===== src/rtl/ttt_move_ctrl_if.sv =====
// Player and board signal bundle for the tic-tac-toe move controller.
// master = controller side, slave = players plus board side.
interface ttt_move_ctrl_if;
   logic       new_game;
   logic       p0_req;
   logic       p1_req;
   logic [1:0] p0_row;
   logic [1:0] p0_col;
   logic [1:0] p1_row;
   logic [1:0] p1_col;
   logic       p0_ack;
   logic       p0_nack;
   logic       p1_ack;
   logic       p1_nack;
   logic [8:0] board_valid;
   logic [1:0] board_game_state;
   logic       board_set;
   logic       board_reset;
   logic [1:0] board_row;
   logic [1:0] board_col;
   logic       turn;
   logic       busy;
   logic [1:0] result;
   logic       forfeit;

   modport master (
      input  new_game, p0_req, p1_req,
      input  p0_row, p0_col, p1_row, p1_col,
      input  board_valid, board_game_state,
      output p0_ack, p0_nack, p1_ack, p1_nack,
      output board_set, board_reset, board_row, board_col,
      output turn, busy, result, forfeit
   );

   modport slave (
      output new_game, p0_req, p1_req,
      output p0_row, p0_col, p1_row, p1_col,
      output board_valid, board_game_state,
      input  p0_ack, p0_nack, p1_ack, p1_nack,
      input  board_set, board_reset, board_row, board_col,
      input  turn, busy, result, forfeit
   );
endinterface


===== src/rtl/ttt_move_ctrl.sv =====
// Tic-tac-toe move controller: turn arbitration, legality check,
// one board write per move, turn timeout and result latching.
module ttt_move_ctrl #(
   parameter int TIMEOUT_CYCLES = 1000,
   parameter int CNT_W          = 10
) (
   input logic             clk,
   input logic             reset,
   ttt_move_ctrl_if.master io
);

   localparam logic [2:0] S_CLEAR  = 3'd0;
   localparam logic [2:0] S_WAIT   = 3'd1;
   localparam logic [2:0] S_ISSUE  = 3'd2;
   localparam logic [2:0] S_SETTLE = 3'd3;
   localparam logic [2:0] S_DONE   = 3'd4;

   localparam logic [CNT_W-1:0] LAST = CNT_W'(TIMEOUT_CYCLES - 1);

   logic [2:0]       state_q, state_d;
   logic             turn_q, turn_d;
   logic [1:0]       result_q, result_d;
   logic             forfeit_q, forfeit_d;
   logic [CNT_W-1:0] cnt_q, cnt_d;
   logic             set_q, set_d;
   logic             clr_q, clr_d;
   logic             busy_q, busy_d;
   logic [1:0]       row_q, row_d;
   logic [1:0]       col_q, col_d;
   logic [1:0]       ack_q, ack_d;
   logic [1:0]       nack_q, nack_d;

   logic [1:0]  live;
   logic [1:0]  tmask;
   logic        tp_live;
   logic [1:0]  tp_row;
   logic [1:0]  tp_col;
   logic [3:0]  idx;
   logic [15:0] occ;
   logic        legal;

   // A player's req is blind while its own response pulse is out.
   assign live[0] = io.p0_req & ~ack_q[0] & ~nack_q[0];
   assign live[1] = io.p1_req & ~ack_q[1] & ~nack_q[1];

   assign tmask   = turn_q ? 2'b10 : 2'b01;
   assign tp_live = |(live & tmask);
   assign tp_row  = turn_q ? io.p1_row : io.p0_row;
   assign tp_col  = turn_q ? io.p1_col : io.p0_col;
   assign idx     = {2'b00, tp_row} * 4'd3 + {2'b00, tp_col};
   assign occ     = {7'd0, io.board_valid};
   assign legal   = (tp_row != 2'd3) && (tp_col != 2'd3) && !occ[idx];

   always_comb begin
      state_d   = state_q;
      turn_d    = turn_q;
      result_d  = result_q;
      forfeit_d = forfeit_q;
      cnt_d     = cnt_q;
      row_d     = row_q;
      col_d     = col_q;
      set_d     = 1'b0;
      ack_d     = 2'b00;
      nack_d    = 2'b00;
      if (io.new_game) begin
         state_d   = S_CLEAR;
         turn_d    = 1'b0;
         result_d  = 2'b00;
         forfeit_d = 1'b0;
         cnt_d     = '0;
      end else begin
         unique case (state_q)
            S_CLEAR: begin
               turn_d    = 1'b0;
               result_d  = 2'b00;
               forfeit_d = 1'b0;
               cnt_d     = '0;
               state_d   = S_WAIT;
            end
            S_WAIT: begin
               cnt_d  = cnt_q + 1'b1;
               nack_d = live & ~tmask;
               if (tp_live && legal) begin
                  ack_d   = tmask;
                  set_d   = 1'b1;
                  row_d   = tp_row;
                  col_d   = tp_col;
                  state_d = S_ISSUE;
               end else begin
                  nack_d = live;
                  if (cnt_q == LAST) begin
                     forfeit_d = 1'b1;
                     result_d  = turn_q ? 2'b01 : 2'b10;
                     state_d   = S_DONE;
                  end
               end
            end
            S_ISSUE: state_d = S_SETTLE;
            S_SETTLE: begin
               if (io.board_game_state != 2'b00) begin
                  result_d = io.board_game_state;
                  state_d  = S_DONE;
               end else begin
                  turn_d  = ~turn_q;
                  cnt_d   = '0;
                  state_d = S_WAIT;
               end
            end
            S_DONE: nack_d = live;
            default: state_d = S_CLEAR;
         endcase
      end
      clr_d  = (state_d == S_CLEAR);
      busy_d = (state_d != S_WAIT);
   end

   always_ff @(posedge clk) begin
      if (reset) begin
         state_q   <= S_CLEAR;
         turn_q    <= 1'b0;
         result_q  <= 2'b00;
         forfeit_q <= 1'b0;
         cnt_q     <= '0;
         set_q     <= 1'b0;
         clr_q     <= 1'b1;
         busy_q    <= 1'b1;
         row_q     <= 2'd0;
         col_q     <= 2'd0;
         ack_q     <= 2'b00;
         nack_q    <= 2'b00;
      end else begin
         state_q   <= state_d;
         turn_q    <= turn_d;
         result_q  <= result_d;
         forfeit_q <= forfeit_d;
         cnt_q     <= cnt_d;
         set_q     <= set_d;
         clr_q     <= clr_d;
         busy_q    <= busy_d;
         row_q     <= row_d;
         col_q     <= col_d;
         ack_q     <= ack_d;
         nack_q    <= nack_d;
      end
   end

   assign io.p0_ack      = ack_q[0];
   assign io.p1_ack      = ack_q[1];
   assign io.p0_nack     = nack_q[0];
   assign io.p1_nack     = nack_q[1];
   assign io.board_set   = set_q;
   assign io.board_reset = clr_q;
   assign io.board_row   = row_q;
   assign io.board_col   = col_q;
   assign io.turn        = turn_q;
   assign io.busy        = busy_q;
   assign io.result      = result_q;
   assign io.forfeit     = forfeit_q;

endmodule


===== src/flat_wrapper.sv =====
// flat-port wrapper written by rule: the top's interface ports become plain ports
module ttt_move_ctrl_flat 
#(
   parameter int TIMEOUT_CYCLES = 1000,
   parameter int CNT_W          = 10
)
  (clk, reset, io_new_game, io_p0_req, io_p1_req, io_p0_row, io_p0_col, io_p1_row, io_p1_col, io_board_valid, io_board_game_state, io_p0_ack, io_p0_nack, io_p1_ack, io_p1_nack, io_board_set, io_board_reset, io_board_row, io_board_col, io_turn, io_busy, io_result, io_forfeit);
  ttt_move_ctrl_if io_i ();
  input logic clk;
  input logic reset;
  input wire logic [$bits(io_i.new_game)-1:0] io_new_game;
  input wire logic [$bits(io_i.p0_req)-1:0] io_p0_req;
  input wire logic [$bits(io_i.p1_req)-1:0] io_p1_req;
  input wire logic [$bits(io_i.p0_row)-1:0] io_p0_row;
  input wire logic [$bits(io_i.p0_col)-1:0] io_p0_col;
  input wire logic [$bits(io_i.p1_row)-1:0] io_p1_row;
  input wire logic [$bits(io_i.p1_col)-1:0] io_p1_col;
  input wire logic [$bits(io_i.board_valid)-1:0] io_board_valid;
  input wire logic [$bits(io_i.board_game_state)-1:0] io_board_game_state;
  output wire logic [$bits(io_i.p0_ack)-1:0] io_p0_ack;
  output wire logic [$bits(io_i.p0_nack)-1:0] io_p0_nack;
  output wire logic [$bits(io_i.p1_ack)-1:0] io_p1_ack;
  output wire logic [$bits(io_i.p1_nack)-1:0] io_p1_nack;
  output wire logic [$bits(io_i.board_set)-1:0] io_board_set;
  output wire logic [$bits(io_i.board_reset)-1:0] io_board_reset;
  output wire logic [$bits(io_i.board_row)-1:0] io_board_row;
  output wire logic [$bits(io_i.board_col)-1:0] io_board_col;
  output wire logic [$bits(io_i.turn)-1:0] io_turn;
  output wire logic [$bits(io_i.busy)-1:0] io_busy;
  output wire logic [$bits(io_i.result)-1:0] io_result;
  output wire logic [$bits(io_i.forfeit)-1:0] io_forfeit;
  assign io_i.new_game = io_new_game;
  assign io_i.p0_req = io_p0_req;
  assign io_i.p1_req = io_p1_req;
  assign io_i.p0_row = io_p0_row;
  assign io_i.p0_col = io_p0_col;
  assign io_i.p1_row = io_p1_row;
  assign io_i.p1_col = io_p1_col;
  assign io_i.board_valid = io_board_valid;
  assign io_i.board_game_state = io_board_game_state;
  assign io_p0_ack = io_i.p0_ack;
  assign io_p0_nack = io_i.p0_nack;
  assign io_p1_ack = io_i.p1_ack;
  assign io_p1_nack = io_i.p1_nack;
  assign io_board_set = io_i.board_set;
  assign io_board_reset = io_i.board_reset;
  assign io_board_row = io_i.board_row;
  assign io_board_col = io_i.board_col;
  assign io_turn = io_i.turn;
  assign io_busy = io_i.busy;
  assign io_result = io_i.result;
  assign io_forfeit = io_i.forfeit;
  ttt_move_ctrl #(.TIMEOUT_CYCLES(TIMEOUT_CYCLES), .CNT_W(CNT_W)) u_core (.clk(clk), .reset(reset), .io(io_i));
endmodule

===== config.mk =====
export PLATFORM = sky130hd
export DESIGN_NAME = ttt_move_ctrl_flat
export DESIGN_NICKNAME = d
export VERILOG_FILES = /design/src/rtl/ttt_move_ctrl_if.sv /design/src/rtl/ttt_move_ctrl.sv /design/src/flat_wrapper.sv
export SDC_FILE = /design/constraint.sdc
export NUM_CORES = 1
export LEC_CHECK = 0
export CAP_MARGIN = 20
export CORE_ASPECT_RATIO = 1.2
export CORE_UTILIZATION = 48
export DETAILED_ROUTE_END_ITERATION = 16
export PLACE_DENSITY = 0.79
export SYNTH_ARGS = -nofsm -noshare
export SYNTH_HDL_FRONTEND = slang
export SYNTH_SLANG_ARGS = --single-unit

===== constraint.sdc =====
create_clock -name clk -period 4.7 [get_ports clk]
set_clock_uncertainty 0.15 [all_clocks]
set_input_delay 0.94 -clock clk [delete_from_list [all_inputs] [get_ports clk]]
set_output_delay 0.94 -clock clk [all_outputs]
set_load 0.02 [all_outputs]

; ---- Word level (Yosys, flattened, before mapping)
; Cells that the tools add are included.
; W data, S select, Z words.
[classes]
eq_ne = 12
reduce_logical = 19
bitwise_logic = 15
addsub = 2
n_lt_le_gt_ge = 1
n_mux = 25
n_mul = 1
[op_table]
columns = op, n
row1 = $pmux W10 S3, 1
row2 = $mux W2, 8
row3 = $pmux W3 S5, 1
row4 = $mux W3, 4
row5 = $add A10 B1 Y10 const B, 1
row6 = $eq A10 B10 Y1 const B, 1
row7 = $mux W10, 1
row8 = $ne A2 B2 Y1 const B, 4
row9 = $not A1 Y1, 8
row10 = $eq A3 B2 Y1 const B, 2
row11 = $logic_not A3 Y1, 2
row12 = $pmux W2 S3, 1
row13 = $reduce_and A3 Y1, 2
row14 = $reduce_bool A2 Y1, 3
row15 = $lt A4 B5 Y1 const B, 1
row16 = $mux W1, 5
row17 = $add A4 B2 Y4, 1
row18 = $and A1 B1 Y1, 4
row19 = $and A2 B2 Y2, 2
row20 = $bmux W1 S4, 1
row21 = $mul A2 B2 Y4 const B, 1
row22 = $ne A2 B1 Y1 const B, 2
row23 = $pmux W1 S2, 2
row24 = $pmux W2 S2, 1
row25 = other kinds (12), 16
[totals]
output_inout_bits = 15
in_bits = 24
ff_bits = 28

; ---- Depth between registers and ports, before layout
; Gate-level depths: netlist (run 1).
[logic_depth]
depth_word = 12
depth_mapped = 12
mapped_depth_nobuf = 11

; ---- Worst setup path after synthesis (run 1)
; OpenSTA, ideal clock, no wires.
[synth_timing]
kind = register to register
startpoint = register u_core.turn_q (netlist: u_core.io.turn)
endpoint = register u_core.col_q[0] (netlist: u_core.io.board_col[0])
path_stages_with_launch = 12
t_required_ps = 4424
path_slack_ps = 920
path_buffers = 2
setup_time_ps = 126
synth_period_minus_slack_ps = 3780
arrival_ps = 3503
cell_sequence = dfxtp_1 clkbuf_1 clkbuf_1 mux2_2 fa_1 ha_1 fa_1 or4_1 and3_1 nand3_2 mux2i_1 nor2_1
[synth_between]
elab_chain_len = 9
elab_cells_between_ends = 16
cone_classes = 1 x add/sub / 1 x mul / 2 x eq/ne / 5 x mux / 1 x bitwise / 6 x reduce/logical
[synth_lines]
columns = element, line
row1 = from (decl), ttt_move_ctrl.sv:21  ; logic turn_q, turn_d;
row2 = from (signal assigned), ttt_move_ctrl.sv:133  ; turn_q <= turn_d;
row3 = $mux W2 (*), ttt_move_ctrl.sv:48  ; assign tp_row = turn_q ? io.p1_row : io.p0_row;
row4 = net u_core.tp_row[1], ttt_move_ctrl.sv:36  ; logic [1:0] tp_row;
row5 = $mul A2 B2 Y4, ttt_move_ctrl.sv:50  ; assign idx = {2'b00, tp_row} * 4'd3 + {2'b00, tp_col};
row6 = $add A4 B2 Y4, ttt_move_ctrl.sv:50
row7 = $bmux W1 S4, ttt_move_ctrl.sv:52  ; assign legal = (tp_row != 2'd3) && (tp_col != 2'd3) && !occ[idx];
row8 = $mux W1 (not written as such), ttt_move_ctrl.sv:52
row9 = $logic_not A1 Y1, ttt_move_ctrl.sv:52
row10 = $logic_and A1 B1 Y1 (*), ttt_move_ctrl.sv:52
row11 = $logic_and A1 B1 Y1 (*), ttt_move_ctrl.sv:83  ; if (tp_live && legal) begin
row12 = $reduce_and A3 Y1 (no source line) (*), --
row13 = to (signal assigned), ttt_move_ctrl.sv:141  ; col_q <= col_d;
row14 = to (decl), ttt_move_ctrl.sv:29  ; logic [1:0] col_q, col_d;
; Mark *: on every way through the listed nets, which the timed path passes. The rest lies on a longest branch. The select of a mux whose other input is x is not followed.
; A chain may end at the register's enable or synchronous reset.

; ---- Worst setup path in the final report (run 1)
[layout_timing]
startpoint = input port io_p0_col[1]
endpoint = register u_core.row_q[0] (netlist: u_core.io.board_row[0])
[layout_between]
elab_chain_len = 8
elab_cells_between_ends = 10
cone_classes = 1 x add/sub / 1 x eq/ne / 3 x mux / 5 x reduce/logical
[layout_lines]
columns = element, line
row1 = from (decl), flat_wrapper.sv:15  ; input wire logic [$bits(io_i.p0_col)-1:0] io_p0_col;
row2 = $mux W2 (*), ttt_move_ctrl.sv:49  ; assign tp_col = turn_q ? io.p1_col : io.p0_col;
row3 = net u_core.tp_col[1], ttt_move_ctrl.sv:37  ; logic [1:0] tp_col;
row4 = $add A4 B2 Y4, ttt_move_ctrl.sv:50
row5 = $bmux W1 S4, ttt_move_ctrl.sv:52
row6 = $mux W1 (not written as such), ttt_move_ctrl.sv:52
row7 = $logic_not A1 Y1, ttt_move_ctrl.sv:52
row8 = $logic_and A1 B1 Y1 (*), ttt_move_ctrl.sv:52
row9 = $logic_and A1 B1 Y1 (*), ttt_move_ctrl.sv:83
row10 = $reduce_and A3 Y1 (no source line) (*), --
row11 = to (signal assigned), ttt_move_ctrl.sv:140  ; row_q <= row_d;
row12 = to (decl), ttt_move_ctrl.sv:28  ; logic [1:0] row_q, row_d;
; Marked as above.

==> metrics.md, run 1 <==
| Metric | Value |
|---|---|
| Status | `finished clean` |
| Sort of element at the start of the critical path | `primary input` |
| Clock tree from TritonCTS | `yes` |
| Die extent in x | `52.5 um` |
| Largest buffer count on any clock path | `2` |
| Post-CTS Resized | `0` |
| Tightest Pin Transition | `0.556 ns` |
| Number of warning messages in the yosys log | `0` |
| Instance area at placement | `1870 um2` |
| EDFF count, synth | `0` |
| Root cell of the clock tree | `clkbuf_4` |
| Final period utilization | `84.1%` |
| Post-CTS Setup Inserts | `0` |
| Reported leakage power | `0.000734 uW` |
| Number of buffers inserted by port buffering | `38` |
| Fmax | `253 MHz` |
| Capturing element of the worst setup path | `u_core.io.board_row[0]` |
| Wire length after detailed routing | `3.17 mm` |
| Setup CP Type | `in2reg` |
| Global-route total usage across every layer | `21.4%` |
| Num ports | `39` |
| Number of instances in the synthesized netlist | `165` |
| Vertical die dimension | `62.7 um` |
| Non-Filler Cell Area, Final | `1900 um2` |
| DIE AREA | `3290 um2` |
| Critical register-to-register path startpoint | `u_core.io.turn` |
| Synthesis-stage register bit count | `28` |
| Worst Path Max Fanout | `7` |
| Cell row count | `21` |
| Iteration-0 DRC count of the detailed router | `32` |
| Max stage delay cell, worst path | `or4_1` |
| Via count | `1313` |
| Global placer's final weighted congestion | `0.793` |
| Synth area leader | `dfxtp_1` |
| Average detailed-routed wire length per instance | `13.5 um` |
| Vias in the first global route | `1251` |
| Area overhead of the layout relative to synthesis | `29.4%` |
| Initial antenna violation count | `0` |
| Avg Synthesized Cell Area | `8.92 um2` |
| Post-layout net count | `232` |
| Via density | `5.59` |
| Critical register-to-register path endpoint | `u_core.io.board_row[0]` |
| Number of unique standard cell types used by synthesis | `42` |
| Worst voltage drop across the vdd grid | `145 uV` |
| Finish-stage setup viols | `0` |
| HPWL after detailed placement | `2.49 mm` |
| Slew margin rel. | `62.9%` |
| TritonCTS buffer count | `3` |
| Worst Setup End Kind | `flip-flop` |
| Delay of the slowest cell on the worst path | `0.50 ns` |
| 1st-pass router iterations | `4` |
| Slew Limit Fails | `0` |
| Synthesized net count | `195` |
| Std-Cell Core Area | `2860 um2` |
| Number of antenna cells inserted | `0` |
| Sinks on Clock Net | `28` |
| Total of fill cells in the finished design | `240` |
| Cell types with the largest area share after synthesis | `dfxtp_1 38%, mux2i_1 6.8%, nor2_1 4.8%` |
| # H-tree levels | `1` |
| Launch point of the worst path | `io_p0_col[1]` |
| CP cell instances | `clkdlybuf4s50_1, nor2b_1, a21o_1, fa_1, ha_1, fa_1, or4_1, and3_1, nand3_2, mux2i_1, nor2_1` |
| Mapped Area | `1470 um2` |
| Number of hold buffers added after cts | `0` |
| Grt total ovfl | `0` |
| Share of post-route cells with drive strength above 1 | `6.97%` |
| Power density over the cells | `232 nW/um2` |
| Setup repair after global routing missed its margin | `no` |
| Cell seen most often among critical-path stages | `fa_1` |
| Post-layout minimum cycle time | `3.95 ns` |
| Initial standard-cell utilization of the core | `51.4%` |
| Async SR Flop Fraction | `0%` |
| Post-route antenna net violation count | `0` |
| Worst Hold Class | `reg2reg` |
| Largest net degree at the start of global routing | `17` |
| Hold violation total from the final report | `0` |
| Area share of the largest cell type after synthesis | `38.1%` |
| Data arrival time at the worst-slack endpoint | `4.04 ns` |
| Total Negative Setup Slacks | `0 ns` |
| Predominant post-synthesis flop cell | `dfxtp_1` |
| Clock Latency Late Sink | `0.33 ns` |
| Reg2reg setup slack | `0.96 ns` |
| Crit path required time | `4.78 ns` |
| Total of max-cap violations | `0` |
| First-pass GRT wire length | `5.42 mm` |
| Number of remaining DRC errors | `0` |
| Portion of the post-synthesis area used by sequential elements | `38.1%` |
| Reg clk slew, reported paths | `0.15 ns` |
| Worst-case reg-to-reg path depth | `9` |
metrics by stage:
stage | utilization, % | worst slack, ns | power, uW | cells | hold WS, ns
2_1_floorplan | - | 0.920 | 295 | 165 | 0.321
3_3_place_gp | 65.2 | 0.498 | 325 | 231 | 0.299
3_5_place_dp | 65.2 | 0.392 | 327 | 231 | 0.317
4_1_cts | 66.5 | 0.757 | 444 | 235 | 0.337
5_1_grt | 66.5 | 0.609 | 463 | 235 | 0.364
6_report | 66.5 | 0.745 | 442 | 235 | 0.331
metal layers:
metal  routed length, um  GRT usage, %  vias to the layer above
li1                    -             -                      661
met1                1260          24.9                      615
met2                1750          38.4                       33
met3                 118          3.89                        4
met4                  36          5.92                        0
met5                   0             0                        -
worst min path at each step:
stage,from,to,cells after the start
after floorplan,u_core.cnt_q[7],u_core.cnt_q[7],2
after global placement,u_core.io.result[1],u_core.io.result[1],2
after detailed placement,u_core.io.forfeit,u_core.io.forfeit,2
after CTS,u_core.io.forfeit,u_core.io.forfeit,2
after global routing,u_core.io.result[0],u_core.io.result[0],2
final,u_core.io.result[0],u_core.io.result[0],2
critical path, delay by kind of cell:
family / cells / cell delay [ns]
simple gates: 5 / 1.09
compound gates: 1 / 0.22
mux: 1 / 0.21
fa+ha+maj: 3 / 1.18
buf+inv: 1 / 0.40
cells in the mapped netlist, drive strengths merged (2+ instances only):
cell and instances:
xor2 4, nand2b 2, mux2i 10, a21oi 8
xnor2 3, nor2b 3, mux2 4, and2 3
inv 2, a21o 4, or4 3, fa 2
or3 3, or3b 3, nor3 2, a31oi 3
nand3 7, o21ai 6, nand4 2, nand2 18
ha 4, nor2 19, dfxtp 28, clkbuf 5
and3 4
cell usage in the layout, fill, tap and decap left out, drive strengths merged, types with 2 or more instances in the layout:
master / count
clkdlybuf4s50: 38
dfxtp: 28
nor2: 19
nand2: 18
mux2i: 10
a21oi: 8
nand3: 7
o21ai: 6
mux2: 4
a21o: 4
and3: 4
xor2: 4
ha: 4
clkbuf: 4
nor2b: 3
and2: 3
or3: 3
xnor2: 3
a31oi: 3
or4: 3
or3b: 3
inv: 2
nand4: 2
nand2b: 2
nor3: 2
fa: 2
report_power, final:
part	switching, uW	internal, uW
combinational	36.3	42.6
sequential	2.84	241
clock	72.0	47.5
flip-flops by register name, indices dropped and copies added (netlist names):
| signal | cells |
|---|---|
| u_core.io.board_col | 2 |
| u_core.io.board_reset | 1 |
| u_core.io.forfeit | 1 |
| u_core.io.board_row | 2 |
| u_core.io.busy | 1 |
| u_core.io.turn | 1 |
| u_core.io.board_set | 1 |
| u_core.ack_q | 2 |
| u_core.state_q | 3 |
| u_core.cnt_q | 10 |
| u_core.nack_q | 2 |
| u_core.io.result | 2 |
cells by family after synthesis:
logic type	count (synthesis)	synth area share, %
fa+ha+maj	6	6.12
buf+inv	8	2.30
compound gates	27	11.9
flops	28	38.1
mux	15	11.4
simple gates	74	26.0
xor+xnor	7	4.17
layout make-up:
type	instances	area (um2)	share of cell area (%)
Clock buffer	4	36.3	1.91
Inverter	2	7.51	0.394
Multi-Input combinational cell	129	877	46.1
Sequential cell	28	561	29.4
Tap cell	34	42.5	2.23
Timing Repair Buffer	38	380	20.0
No activity file was read; power rests on OpenSTA's default activity.
==> run 2: changes to the inputs <==
Settings changed: CORE_UTILIZATION 48 to 43, PLACE_DENSITY 0.79 to 0.75.
Clock period 4.7 ns to 3.3 ns, I/O delays scaled along.
==> run 2 against run 1 <==
  * Wire length up 13%
  * First-iteration DRC count unchanged
  * Clock-buffer cell count down 1
  * Worst setup slack worse by 0.73 ns
  * Critical path depth down 1
  * Die area up 11%
  * Global-route usage down 0.89 points
  * Sequential power up 42%
  * Non-clock buffer count up 10
  * Largest cell class unchanged
  * Largest power group unchanged
==> metrics.md, run 2 (synthesis results as in run 1) <==
| Metric | Value |
|---|---|
| Cell row count | `22` |
| Area overhead of the layout relative to synthesis | `40.6%` |
| Hold violation total from the final report | `0` |
| Worst Path Max Fanout | `7` |
| Number of antenna cells inserted | `0` |
| Commonest cells after routing, fill and taps aside | `32 x clkdlybuf4s50_1, 27 x dfxtp_1, 19 x nor2_1` |
| Largest net degree at the start of global routing | `17` |
| Initial antenna violation count | `0` |
| Setup repair after global routing missed its margin | `yes` |
| Max reg flops | `10` |
| Via count | `1373` |
| Total of fill cells in the finished design | `255` |
| Initial standard-cell utilization of the core | `46.5%` |
| Reg clk slew, reported paths | `0.16 ns` |
| Global-route total usage across every layer | `20.5%` |
| Root cell of the clock tree | `clkbuf_4` |
| Clock Latency Late Sink | `0.32 ns` |
| Final instance count without filler cells | `247` |
| DIE AREA | `3660 um2` |
| Sinks on Clock Net | `28` |
| Number of buffers inserted by port buffering | `38` |
| Max stage delay cell, worst path | `fa_1` |
| Finish-stage setup viols | `0` |
| Clock tree from TritonCTS | `yes` |
| Share of post-route cells with drive strength above 1 | `16.1%` |
| Number of remaining DRC errors | `0` |
| Final period utilization | `99.6%` |
| Worst Hold Class | `reg2reg` |
| Iteration-0 DRC count of the detailed router | `32` |
| Worst Setup End Kind | `flip-flop` |
| TritonCTS buffer count | `3` |
| HPWL after detailed placement | `2.77 mm` |
| Post-layout worst setup margin | `0.0137 ns` |
| Wire length after detailed routing | `3.59 mm` |
| Post-layout minimum cycle time | `3.29 ns` |
| First-pass GRT wire length | `6.03 mm` |
| Grt total ovfl | `0` |
| Fmax | `304 MHz` |
| Regs by FF count | `u_core.cnt_q x10, u_core.state_q x3` |
| Slew Limit Fails | `0` |
| Vias in the first global route | `1340` |
| Delay of the slowest cell on the worst path | `0.49 ns` |
| Leading cell type in the layout, fill and taps excluded | `clkdlybuf4s50_1` |
| Data arrival time at the worst-slack endpoint | `3.36 ns` |
| Vertical die dimension | `66.1 um` |
| 1st-pass router iterations | `4` |
| Average detailed-routed wire length per instance | `14.5 um` |
| Hold Worst Slack | `0.327 ns` |
| Crit path required time | `3.37 ns` |
| Setup CP Type | `in2reg` |
| Global placer's final weighted congestion | `0.805` |
| Std-Cell Core Area | `3170 um2` |
| Tightest Pin Transition | `0.523 ns` |
| Reported leakage power | `0.000822 uW` |
| Die extent in x | `55.4 um` |
| Status | `finished clean` |
| Post-Place Setup Slack | `-0.626 ns` |
| CP cell instances | `clkdlybuf4s50_1, mux2_2, ha_1, ha_2, fa_1, or4_4, and3_4, nand3_4, mux2i_1, nor2_1` |
| Via density | `5.56` |
| Slew margin rel. | `65.1%` |
| Placed Cells incl. Taps | `239` |
| Worst voltage drop across the vdd grid | `273 uV` |
| Largest register by flop count | `u_core.cnt_q` |
| Post-route antenna net violation count | `0` |
| Total of max-cap violations | `0` |
| Largest buffer count on any clock path | `2` |
| Num ports | `39` |
| Power density over the cells | `344 nW/um2` |
| Sort of element at the start of the critical path | `primary input` |
| # H-tree levels | `1` |
| Post-layout net count | `242` |
[run 2: cell count changes in the layout (fill, tap and decap cells not counted), moves of 2 or more]
cell / delta
mux2_2: -2
clkdlybuf4s50_1: -6
buf_4: +9
clkdlybuf4s15_1: +4
mux2_4: +2
[run 2: area by class of cell]
cell class                 count  area [um2]  area share [%]
multi-input combinational    129         938            45.3
clock buffer                   3        22.5            1.09
inverter                       2        7.51           0.363
tap                           36        45.0            2.18
clock inverter                 1        30.0            1.45
timing repair buffer          48         462            22.3
sequential                    28         564            27.3
[run 2: repair_timing]
| action | in CTS | in global routing |
|---|---|---|
| endpoints found under the setup margin | 15 | 13 |
| hold buffers | 0 | 0 |
| pin swaps | 7 | 3 |
| resized for setup | 14 | 5 |
| setup buffers | 3 | 1 |
[run 2: power by group]
part	internal (uW)	total (uW)	switching (uW)
Sequential	342	346	4.02
Combinational	76.5	140	63.9
Clock	123	225	103
Total	541	712	170
[run 2: routing by layer]
metal / vias to the layer above / share of wire, % / global-route usage (%)
met1: 654 / 41 / 23.3
met4: 0 / 0.42 / 3.13
met3: 2 / 3.6 / 2.74
li1: 683 / - / -
met5: - / 0 / 0
met2: 34 / 55 / 41.1
[run 2: final timing paths]
kind,startpoint,to,slack [ns],cells after the start
max,io_p0_col[0],u_core.io.board_row[0],0.01,10
min,u_core.io.forfeit,u_core.io.forfeit,0.33,2
max reg2reg,u_core.io.turn,u_core.io.board_row[0],0.04,9
min reg2reg,u_core.io.forfeit,u_core.io.forfeit,0.33,2
[run 2: through the flow]
step / power [uW] / TNS, ns / utilization, % / instance area [um2]
2_1_floorplan: 424 / -0.0135 / - / 1520
3_3_place_gp: 477 / -6.74 / 61.5 / 1950
3_5_place_dp: 482 / -8.13 / 61.5 / 1950
4_1_cts: 713 / 0 / 64.2 / 2030
5_1_grt: 741 / -0.202 / 65.4 / 2070
6_report: 712 / 0 / 65.4 / 2070
[run 2: critical path: cells and delay by family]
kind,cells,cell delay [ns]
adder cells (fa/ha/maj),3,0.88
AND/OR/NAND/NOR,4,0.84
multiplexers,2,0.54
buffers and inverters,1,0.44
==> run 3: changes to the inputs <==
Settings changed: SLEW_MARGIN from default to 5.
==> results of run 3 <==
No change in the layout: final DEF, timing and power equal those of run 2.
